## src/rtl/fp32_pkg.sv

```systemverilog
// Shared fp32 constants, operand-class encodings, flag bit positions and the
// normalize-stage record used by the multiplier back end.
package fp32_pkg;

  localparam int          FP32_BIAS = 127;
  localparam int          EXP_MAX   = 255;
  localparam logic [31:0] FP32_QNAN = 32'h7FC00000;

  localparam logic [1:0] CLS_NORM = 2'b00;
  localparam logic [1:0] CLS_ZERO = 2'b01;
  localparam logic [1:0] CLS_INF  = 2'b10;
  localparam logic [1:0] CLS_NAN  = 2'b11;

  // Bit positions inside the 4-bit {invalid, overflow, underflow, inexact} vector
  localparam int FLG_INV = 3;
  localparam int FLG_OVF = 2;
  localparam int FLG_UNF = 1;
  localparam int FLG_INX = 0;

  // The exponent is one bit wider than the input so the +1 adjustments never wrap
  typedef struct packed {
    logic               sign;
    logic signed [10:0] exp;
    logic [22:0]        mant;
    logic               g;
    logic               s;
    logic [1:0]         cls_a;
    logic [1:0]         cls_b;
  } s1_t;

endpackage

```

## src/rtl/fp_round_rne.sv

```systemverilog
// Round-to-nearest-even on a 23-bit fraction with guard and sticky bits.
module fp_round_rne (
  input  logic [22:0] i_mant,
  input  logic        i_g,
  input  logic        i_s,
  output logic [22:0] o_mant,
  output logic        o_carry,
  output logic        o_inexact
);

  logic w_up;

  // Ties (g=1, s=0) round up only when the kept LSB is odd
  assign w_up              = i_g & (i_s | i_mant[0]);
  assign {o_carry, o_mant} = {1'b0, i_mant} + {23'd0, w_up};
  assign o_inexact         = i_g | i_s;

endmodule

```

## src/rtl/f_mul_norm_round.sv

```systemverilog
// fp32 multiplier back end: normalize (S1), round/pack/special-case (S2), valid/ready pipeline.
// Optional FP_STICKY_FLAGS_EN adds flag_clr / sticky_flg accumulation of emitted flags.
module f_mul_norm_round
  import fp32_pkg::*;
(
  input  logic        clk,
  input  logic        rstn,
  input  logic        in_valid,
  output logic        in_ready,
  input  logic        in_sign,
  input  logic [9:0]  in_exp,
  input  logic [47:0] in_prod,
  input  logic [1:0]  in_cls_a,
  input  logic [1:0]  in_cls_b,
  output logic        out_valid,
  input  logic        out_ready,
  output logic [31:0] out_data,
  output logic [3:0]  out_flags
`ifdef FP_STICKY_FLAGS_EN
  ,
  input  logic        flag_clr,
  output logic [3:0]  sticky_flg
`endif
);

  logic               r_v1;
  s1_t                r_s1;
  logic               r_out_valid;
  logic [31:0]        r_out_data;
  logic [3:0]         r_out_flags;

  logic               w_s2_adv;
  logic               w_s1_adv;
  s1_t                w_s1_next;
  logic signed [10:0] w_exp_ext;
  logic [22:0]        w_mant_r;
  logic               w_carry;
  logic               w_inexact;
  logic signed [10:0] w_exp_r;
  logic               w_any_nan;
  logic               w_any_inf;
  logic               w_any_zero;
  logic [31:0]        w_data;
  logic [3:0]         w_flags;

  assign w_s2_adv  = ~r_out_valid | out_ready;
  assign w_s1_adv  = ~r_v1 | w_s2_adv;
  assign in_ready  = w_s1_adv;
  assign out_valid = r_out_valid;
  assign out_data  = r_out_data;
  assign out_flags = r_out_flags;

  assign w_exp_ext = {in_exp[9], in_exp};

  // S1: a product in [2,4) shifts right by one and bumps the exponent
  always_comb begin
    w_s1_next       = '0;
    w_s1_next.sign  = in_sign;
    w_s1_next.cls_a = in_cls_a;
    w_s1_next.cls_b = in_cls_b;
    if (in_prod[47]) begin
      w_s1_next.mant = in_prod[46:24];
      w_s1_next.g    = in_prod[23];
      w_s1_next.s    = |in_prod[22:0];
      w_s1_next.exp  = w_exp_ext + 11'sd1;
    end else begin
      w_s1_next.mant = in_prod[45:23];
      w_s1_next.g    = in_prod[22];
      w_s1_next.s    = |in_prod[21:0];
      w_s1_next.exp  = w_exp_ext;
    end
  end

  always_ff @(posedge clk or negedge rstn) begin
    if (!rstn) begin
      r_v1 <= 1'b0;
      r_s1 <= '0;
    end else if (w_s1_adv) begin
      r_v1 <= in_valid;
      if (in_valid) r_s1 <= w_s1_next;
    end
  end

  fp_round_rne u_round (
    .i_mant    (r_s1.mant),
    .i_g       (r_s1.g),
    .i_s       (r_s1.s),
    .o_mant    (w_mant_r),
    .o_carry   (w_carry),
    .o_inexact (w_inexact)
  );

  assign w_exp_r    = r_s1.exp + $signed({10'd0, w_carry});
  assign w_any_nan  = (r_s1.cls_a == CLS_NAN)  | (r_s1.cls_b == CLS_NAN);
  assign w_any_inf  = (r_s1.cls_a == CLS_INF)  | (r_s1.cls_b == CLS_INF);
  assign w_any_zero = (r_s1.cls_a == CLS_ZERO) | (r_s1.cls_b == CLS_ZERO);

  // S2: special operand classes override the arithmetic result
  always_comb begin
    w_data  = '0;
    w_flags = '0;
    if (w_any_nan || (w_any_inf && w_any_zero)) begin
      w_data           = FP32_QNAN;
      w_flags[FLG_INV] = ~w_any_nan;
    end else if (w_any_inf) begin
      w_data = {r_s1.sign, 8'hFF, 23'd0};
    end else if (w_any_zero) begin
      w_data = {r_s1.sign, 31'd0};
    end else if (w_exp_r >= EXP_MAX) begin
      w_data           = {r_s1.sign, 8'hFF, 23'd0};
      w_flags[FLG_OVF] = 1'b1;
      w_flags[FLG_INX] = 1'b1;
    end else if (w_exp_r <= 0) begin
      w_data           = {r_s1.sign, 31'd0};
      w_flags[FLG_UNF] = 1'b1;
      w_flags[FLG_INX] = 1'b1;
    end else begin
      w_data           = {r_s1.sign, w_exp_r[7:0], w_mant_r};
      w_flags[FLG_INX] = w_inexact;
    end
  end

  always_ff @(posedge clk or negedge rstn) begin
    if (!rstn) begin
      r_out_valid <= 1'b0;
      r_out_data  <= '0;
      r_out_flags <= '0;
    end else if (w_s2_adv) begin
      r_out_valid <= r_v1;
      if (r_v1) begin
        r_out_data  <= w_data;
        r_out_flags <= w_flags;
      end
    end
  end

`ifdef FP_STICKY_FLAGS_EN
  logic [3:0] r_sticky;

  // A clear coinciding with a transfer keeps only that transfer's flags
  always_ff @(posedge clk or negedge rstn) begin
    if (!rstn) begin
      r_sticky <= '0;
    end else if (flag_clr) begin
      r_sticky <= (r_out_valid & out_ready) ? r_out_flags : 4'd0;
    end else if (r_out_valid & out_ready) begin
      r_sticky <= r_sticky | r_out_flags;
    end
  end

  assign sticky_flg = r_sticky;
`endif

endmodule

```

## config.mk

```make
export PLATFORM = sky130hd
export DESIGN_NAME = f_mul_norm_round
export DESIGN_NICKNAME = d
export VERILOG_FILES = /design/src/rtl/fp32_pkg.sv /design/src/rtl/fp_round_rne.sv /design/src/rtl/f_mul_norm_round.sv
export SDC_FILE = /design/constraint.sdc
export NUM_CORES = 1
export LEC_CHECK = 0
export ABC_AREA = 1
export BUFFER_PORTS_ARGS = -buffer_cell sky130_fd_sc_hd__buf_2
export CORE_UTILIZATION = 42
export CTS_CLUSTER_SIZE = 8
export DETAILED_ROUTE_END_ITERATION = 8
export PLACE_DENSITY = 0.68
export SLEW_MARGIN = 20
export SYNTH_ARGS = -nofsm -noshare
export SYNTH_HDL_FRONTEND = slang
export SYNTH_SLANG_ARGS = --single-unit
```

## constraint.sdc

```tcl
create_clock -name clk -period 3 [get_ports clk]
set_clock_uncertainty 0.2 [all_clocks]
set_input_delay 0.6 -clock clk [delete_from_list [all_inputs] [get_ports clk]]
set_output_delay 0.6 -clock clk [all_outputs]
set_load 0.01 [all_outputs]
```

==> results of run 1 <==
where the power goes:
group          switching, mW  total (mW)  internal, mW
combinational          0.666        1.14         0.476
clock                  0.360       0.708         0.348
sequential             0.120        1.36          1.24
total                   1.15        3.21          2.07
synthesized netlist by cell type (5+ instances only):
master | n | area share
xnor2_1 | 7 | 0.013
a21oi_1 | 9 | 0.0097
a31oi_1 | 25 | 0.034
inv_1 | 56 | 0.045
clkbuf_1 | 16 | 0.013
nand3_1 | 33 | 0.036
nand2_2 | 6 | 0.0081
nor3_1 | 11 | 0.012
nor4_1 | 6 | 0.0081
o22ai_1 | 5 | 0.0067
nor2_1 | 78 | 0.063
nand2_1 | 225 | 0.18
ha_1 | 5 | 0.013
nand3_2 | 10 | 0.022
o21ai_1 | 5 | 0.0054
xor2_1 | 7 | 0.013
nand3b_1 | 5 | 0.0081
o21ai_0 | 18 | 0.019
nand4_1 | 6 | 0.0081
dfrtp_1 | 79 | 0.43
registers in the layout, summed over array words and instances, names as in the netlist:
| register | flops |
|---|---|
| r_s1 | 41 |
| out_data | 32 |
| out_flags | 4 |
| out_valid | 1 |
| r_v1 | 1 |
worst max path at each step:
stage                         from                        to  slack, ns  depth (start not counted)
6_report       r_s1[5]$_DFFE_PN0P_  out_data[27]$_DFFE_PN0P_      -0.07                         22
5_1_grt        r_s1[5]$_DFFE_PN0P_  out_data[19]$_DFFE_PN0P_      -0.28                         20
2_1_floorplan  r_s1[6]$_DFFE_PN0P_  out_data[21]$_DFFE_PN0P_      0.008                         21
3_5_place_dp   r_s1[5]$_DFFE_PN0P_   out_data[9]$_DFFE_PN0P_      -0.11                         20
4_1_cts        r_s1[5]$_DFFE_PN0P_   out_data[4]$_DFFE_PN0P_      -0.05                         20
3_3_place_gp   r_s1[5]$_DFFE_PN0P_  out_data[17]$_DFFE_PN0P_       0.03                         20
layout by cell type (no fill, tap or decap), drive strengths merged, types with 7 or more instances in the layout:
cell	n
a21oi	9
a31oi	25
buf	170
clkbuf	16
dfrtp	79
inv	59
nand2	235
nand3	43
nand3b	7
nor2	82
nor3	11
o21ai	23
xnor2	7
xor2	7
critical path: cells and delay by family (launching register included):
kind,cells,cell delay [ns]
compound gates,1,0.25
fa+ha+maj,3,0.61
buf+inv,2,0.19
simple gates,16,1.43
flops,1,0.35
per-stage QoR:
stage,setup WS [ns],instances,power [mW]
detailed placement,-0.110,906,2.45
global placement,0.0263,906,2.43
global route,-0.284,943,3.44
CTS,-0.0538,937,3.20
floorplan,0.00760,638,2.00
finish,-0.0723,943,3.21
logic make-up after synthesis:
family | after synthesis | share of synthesized area
flops | 79 | 0.425
xor+xnor | 14 | 0.0264
simple gates | 390 | 0.375
compound gates | 69 | 0.0867
buf+inv | 81 | 0.0730
fa+ha+maj | 5 | 0.0135
layout make-up:
type	count	area, um^2	share of cell area
clock buffers	16	170	0.0281
well taps	140	175	0.0289
multi-input cells	479	2450	0.405
repair buffers	170	1060	0.176
flip-flops and latches	79	1980	0.326
inverters	59	221	0.0365
repair_timing:
item | 4_1_cts | 5_1_grt
pin swaps | 7 | 13
resized for setup | 9 | 14
setup endpoints to repair | 31 | 34
setup buffers | 14 | 6
cloned | 1 | 0
endpoints found under the hold margin | 0 | 0
routing by layer:
layer / share of wire / vias up
li1: - / 2370
met1: 0.49 / 2097
met2: 0.44 / 145
met3: 0.052 / 18
met4: 0.021 / 0
met5: 0 / -
==> results.sh, run 1 <==
export IMPL_status="finished, violations left"
export IMPL_violations="negative setup slack"
export IMPL_crit_path_start_kind="register"
export IMPL_die_x_um=107
export IMPL_synth_nets=710
export IMPL_antenna_found_initial=0
export IMPL_gp_congestion=0.900
export IMPL_synth_edf_count=0
export IMPL_worst_path_largest_cell_delay_ns=0.35
export IMPL_top_usage_layer="met2"
export IMPL_layout_nets=870
export IMPL_worst_slew_pin_slew_ns=0.719
export IMPL_finalHoldViolations=0
export IMPL_avgViaCountPerCell=4.91
export IMPL_grt_ovfl_total=0
export IMPL_layout_drive_gt1_share=0.288
export IMPL_ys_ff_latch=79
export IMPL_area_delta_synth_final_pct=30.4
export IMPL_async_reset_ff_frac=1.00
export IMPL_grt_pass1_vias=4285
export IMPL_drt_initial_drc_count=233
export IMPL_reg2reg_depth=22
export IMPL_fmax_mhz=325
export IMPL_crit_reg2reg_launch="r_s1[5]$_DFFE_PN0P_"
export IMPL_wirelength_um=12200
export IMPL_ys_flop_type="dfrtp_1"
export IMPL_finalInstanceArea_mm2=0.00606
export IMPL_initial_core_util=0.431
export IMPL_syn_area_mm2=0.00465
export IMPL_maxCapViolCount=0
export IMPL_whs_ns=0.0474
export IMPL_cts_root_buffer="clkbuf_8"
export IMPL_crit_chain="inv_1 -> nor2_2 -> ha_2 -> nand2_2 -> nor2_4 -> nand4_1 -> nor3_2 -> ha_2 -> ha_4 -> nand3_4 -> nor2_4 -> buf_4 -> nand2_1 -> nand2_2 -> nand2_4 -> nand2_4 -> nor2_4 -> nand2_4 -> nand2_8 -> o21ai_0 -> nand2_1 -> nand2_1"
export IMPL_h_tree_depth=3
export IMPL_grt_max_degree=80
export IMPL_gr_usage_met1=0.333
export IMPL_power_density_mw_per_mm2=530
export IMPL_crit_type="reg -> reg"
export IMPL_synth_cell_types=35
export IMPL_min_period_ns=3.07
export IMPL_setup_tns_final_ns=-1.26
export IMPL_yosys_warnings=0
export IMPL_cp_required_ns=3.09
export IMPL_end_kind="register"
export IMPL_rsz0062_at_grt="yes"
export IMPL_core_region_area_mm2=0.0108
export IMPL_grt_pass1_wl_um=20400
export IMPL_r2r_slack_ns=-0.07
export IMPL_cts_made_buffers=9
export IMPL_placed_area_mm2=0.00562
export IMPL_dr_pass1_iters=5
export IMPL_die_y_um=107
export IMPL_peakVddDrop_mv=0.204
export IMPL_clock_latency_ns=0.35
export IMPL_grtUsageTotal=0.227
export IMPL_fill_cells=1046
export IMPL_ctsHoldBuffers=0
export IMPL_r2r_end="out_data[27]$_DFFE_PN0P_"
export IMPL_use_met3=0.0249
export IMPL_io_pins=105
export IMPL_io_buffers=104
export IMPL_cts_sinks=79
export IMPL_final_util=0.561
export IMPL_hold_class="in -> async"
export IMPL_num_rows=38
export IMPL_drv_slew=0
export IMPL_period_share=1.02
export IMPL_ant_nets=0
export IMPL_final_setup_viol_count=26
export IMPL_fin_ws_ns=-0.0723
export IMPL_syn_avg_cell_area_um2=7.28
export IMPL_die_area_mm2=0.0115
export IMPL_clk_pin_slew_ns=0.08
export IMPL_slew_headroom=0.521
export IMPL_ys_seq_area_frac=0.425
export IMPL_diodes=0
export IMPL_clk_path_buf_depth=2
export IMPL_drc=0
export IMPL_postSynthCellCount=638
export IMPL_avgRoutedWirePerCell_um=13.0
export IMPL_met2_usage=0.341
export IMPL_leakagePower_nw=3.23
export IMPL_worstPathMaxFanout=6
export IMPL_dr_total_vias=4630
export IMPL_cts_tree="done"
export IMPL_crit_arrival_ns=3.17
export IMPL_worst_path_max_delay_cell="dfrtp_1"
export IMPL_dp_hpwl_um=9270
No activity file was read; power rests on OpenSTA's default activity.
==> run 2, diff against run 1 <==
- CORE_UTILIZATION: 42 -> 49
- GPL_TIMING_DRIVEN: not set -> 0
- PLACE_DENSITY: 0.68 -> 0.77
==> results.sh, run 2 (synthesized netlist as in run 1, its figures left out) <==
export IMPL_die_x_um=99.4
export IMPL_fmax_mhz=308
export IMPL_placed_area_mm2=0.00536
export IMPL_min_period_ns=3.24
export IMPL_core_region_area_mm2=0.00920
export IMPL_fin_ws_ns=-0.244
export IMPL_whs_ns=-0.00426
export IMPL_avgRoutedWirePerCell_um=13.7
export IMPL_clock_latency_ns=0.37
export IMPL_cts_made_buffers=9
export IMPL_layout_drive_gt1_share=0.270
export IMPL_gp_congestion=0.880
export IMPL_leakagePower_nw=3.07
export IMPL_final_cells=884
export IMPL_area_delta_synth_final_pct=27.2
export IMPL_final_cell_mix="nand2_1 (211), buf_2 (104), dfrtp_1 (78)"
export IMPL_cts_tree="done"
export IMPL_num_rows=35
export IMPL_dr_pass1_iters=4
export IMPL_power_density_mw_per_mm2=556
export IMPL_grtUsageTotal=0.255
export IMPL_finalHoldViolations=4
export IMPL_top_register="r_s1"
export IMPL_grt_pass1_vias=4170
export IMPL_ant_nets=0
export IMPL_clk_pin_slew_ns=0.09
export IMPL_grt_pass1_wl_um=19900
export IMPL_crit_path_start_kind="register"
export IMPL_dr_total_vias=4537
export IMPL_p_total_mw=3.29
export IMPL_finalInstanceArea_mm2=0.00591
export IMPL_period_share=1.08
export IMPL_initial_core_util=0.505
export IMPL_preCtsSetupSlack_ns=-0.603
export IMPL_worstPathMaxFanout=6
export IMPL_slew_headroom=0.615
export IMPL_dp_cells=854
export IMPL_cp_required_ns=3.09
export IMPL_peakVddDrop_mv=0.241
export IMPL_violations="negative hold slack, negative setup slack"
export IMPL_cts_sinks=79
export IMPL_drc=0
export IMPL_status="finished, violations left"
export IMPL_final_setup_viol_count=33
export IMPL_antenna_found_initial=0
export IMPL_fill_cells=856
export IMPL_dp_hpwl_um=9210
export IMPL_largest_reg_flops=41
export IMPL_h_tree_depth=3
export IMPL_multi_input_comb_area_mm2=0.00257
export IMPL_grt_ovfl_total=0
export IMPL_diodes=0
export IMPL_io_buffers=104
export IMPL_hold_class="in -> async"
export IMPL_setup_tns_final_ns=-5.87
export IMPL_die_area_mm2=0.00988
export IMPL_crit_type="reg -> reg"
export IMPL_end_kind="register"
export IMPL_maxCapViolCount=0
export IMPL_seqCellArea_mm2=0.00198
export IMPL_rsz0062_at_grt="yes"
export IMPL_drt_initial_drc_count=197
export IMPL_io_pins=105
export IMPL_wirelength_um=12100
export IMPL_drv_slew=0
export IMPL_final_common_cell="nand2_1"
export IMPL_grt_max_degree=42
export IMPL_die_y_um=99.4
export IMPL_worst_slew_pin_slew_ns=0.574
export IMPL_ctsHoldBuffers=0
export IMPL_layout_nets=840
export IMPL_clk_path_buf_depth=2
export IMPL_cts_root_buffer="clkbuf_8"
export IMPL_avgViaCountPerCell=5.13
export IMPL_crit_arrival_ns=3.34
==> run 2: cell count changes in the layout (fill, tap and decap cells not counted), sizes merged <==
cell,before,now
clkbuf,16,27
buf,170,124
clkinvlp,0,1
bufinv,0,1
inv,59,60
clkinv,0,3
nor2,82,81
==> run 2: area by class of cell <==
cell class	count	share of cell area
Inverter	59	0.0379
Buffer	22	0.0205
Clock buffer	10	0.0233
Tap cell	111	0.0235
Multi-Input combinational cell	478	0.435
Timing Repair Buffer	119	0.113
Clock inverter	6	0.0116
Sequential cell	79	0.335
==> run 2: path summary, 6_finish.rpt <==
check	start	slack, ns	end	cells after the start
max in group asynchronous	rstn	2.00	r_s1[10]$_DFFE_PN0P_	2
hold reg to reg	out_data[4]$_DFFE_PN0P_	0.28	out_data[4]$_DFFE_PN0P_	2
min in group clk	in_exp[9]	0.24	r_s1[38]$_DFFE_PN0P_	2
hold / removal	rstn	-0.004	out_data[8]$_DFFE_PN0P_	1
setup / recovery	r_s1[5]$_DFFE_PN0P_	-0.24	out_data[2]$_DFFE_PN0P_	20
setup reg to reg	r_s1[5]$_DFFE_PN0P_	-0.24	out_data[2]$_DFFE_PN0P_	20
==> run 2: per-layer routing <==
metal | vias up | GRT usage | routed length (um)
li1 | 2318 | - | -
met1 | 2065 | 0.366 | 5820
met2 | 142 | 0.408 | 5640
met3 | 12 | 0.0288 | 525
met4 | 0 | 0.0769 | 161
met5 | - | 0 | 0
==> run 2: worst max-delay path, stage by stage, from the launching register on <==
cell       delay (ns)
dfrtp_1          0.41
inv_2            0.07
nor2_4           0.13
ha_4             0.16
nand2_4          0.06
nor2_4           0.10
nand4_1          0.16
nor3_2           0.22
ha_2             0.25
ha_4             0.15
nand3_4          0.10
nor2_4           0.18
nand3_2          0.11
nand2_4          0.10
nand2_4          0.05
nor2_4           0.13
nand2_4          0.11
nor2_8           0.18
clkbuf_16        0.18
nand3_2          0.06
nand2_1          0.06
==> run 2: repair_timing <==
item	4_1_cts	5_1_grt
pin swaps	15	31
cloned	1	2
resized for setup	17	38
endpoints found under the setup margin	34	34
buffers inserted	10	1
==> run 2: power by group <==
| part | internal [mW] | leakage [nW] | switching [mW] |
|---|---|---|---|
| logic | 0.412 | 2.00 | 0.642 |
| clock network | 0.411 | 0.103 | 0.414 |
| registers | 1.24 | 0.969 | 0.167 |
| total | 2.07 | 3.07 | 1.22 |
==> run 2: metrics by stage <==
| stage | utilization | hold WS [ns] |
|---|---|---|
| 2_1_floorplan | - | 0.104 |
| 3_3_place_gp | 0.581 | 0.258 |
| 3_5_place_dp | 0.583 | 0.264 |
| 4_1_cts | 0.620 | 0.0134 |
| 5_1_grt | 0.643 | 0.0320 |
| 6_report | 0.643 | -0.00426 |
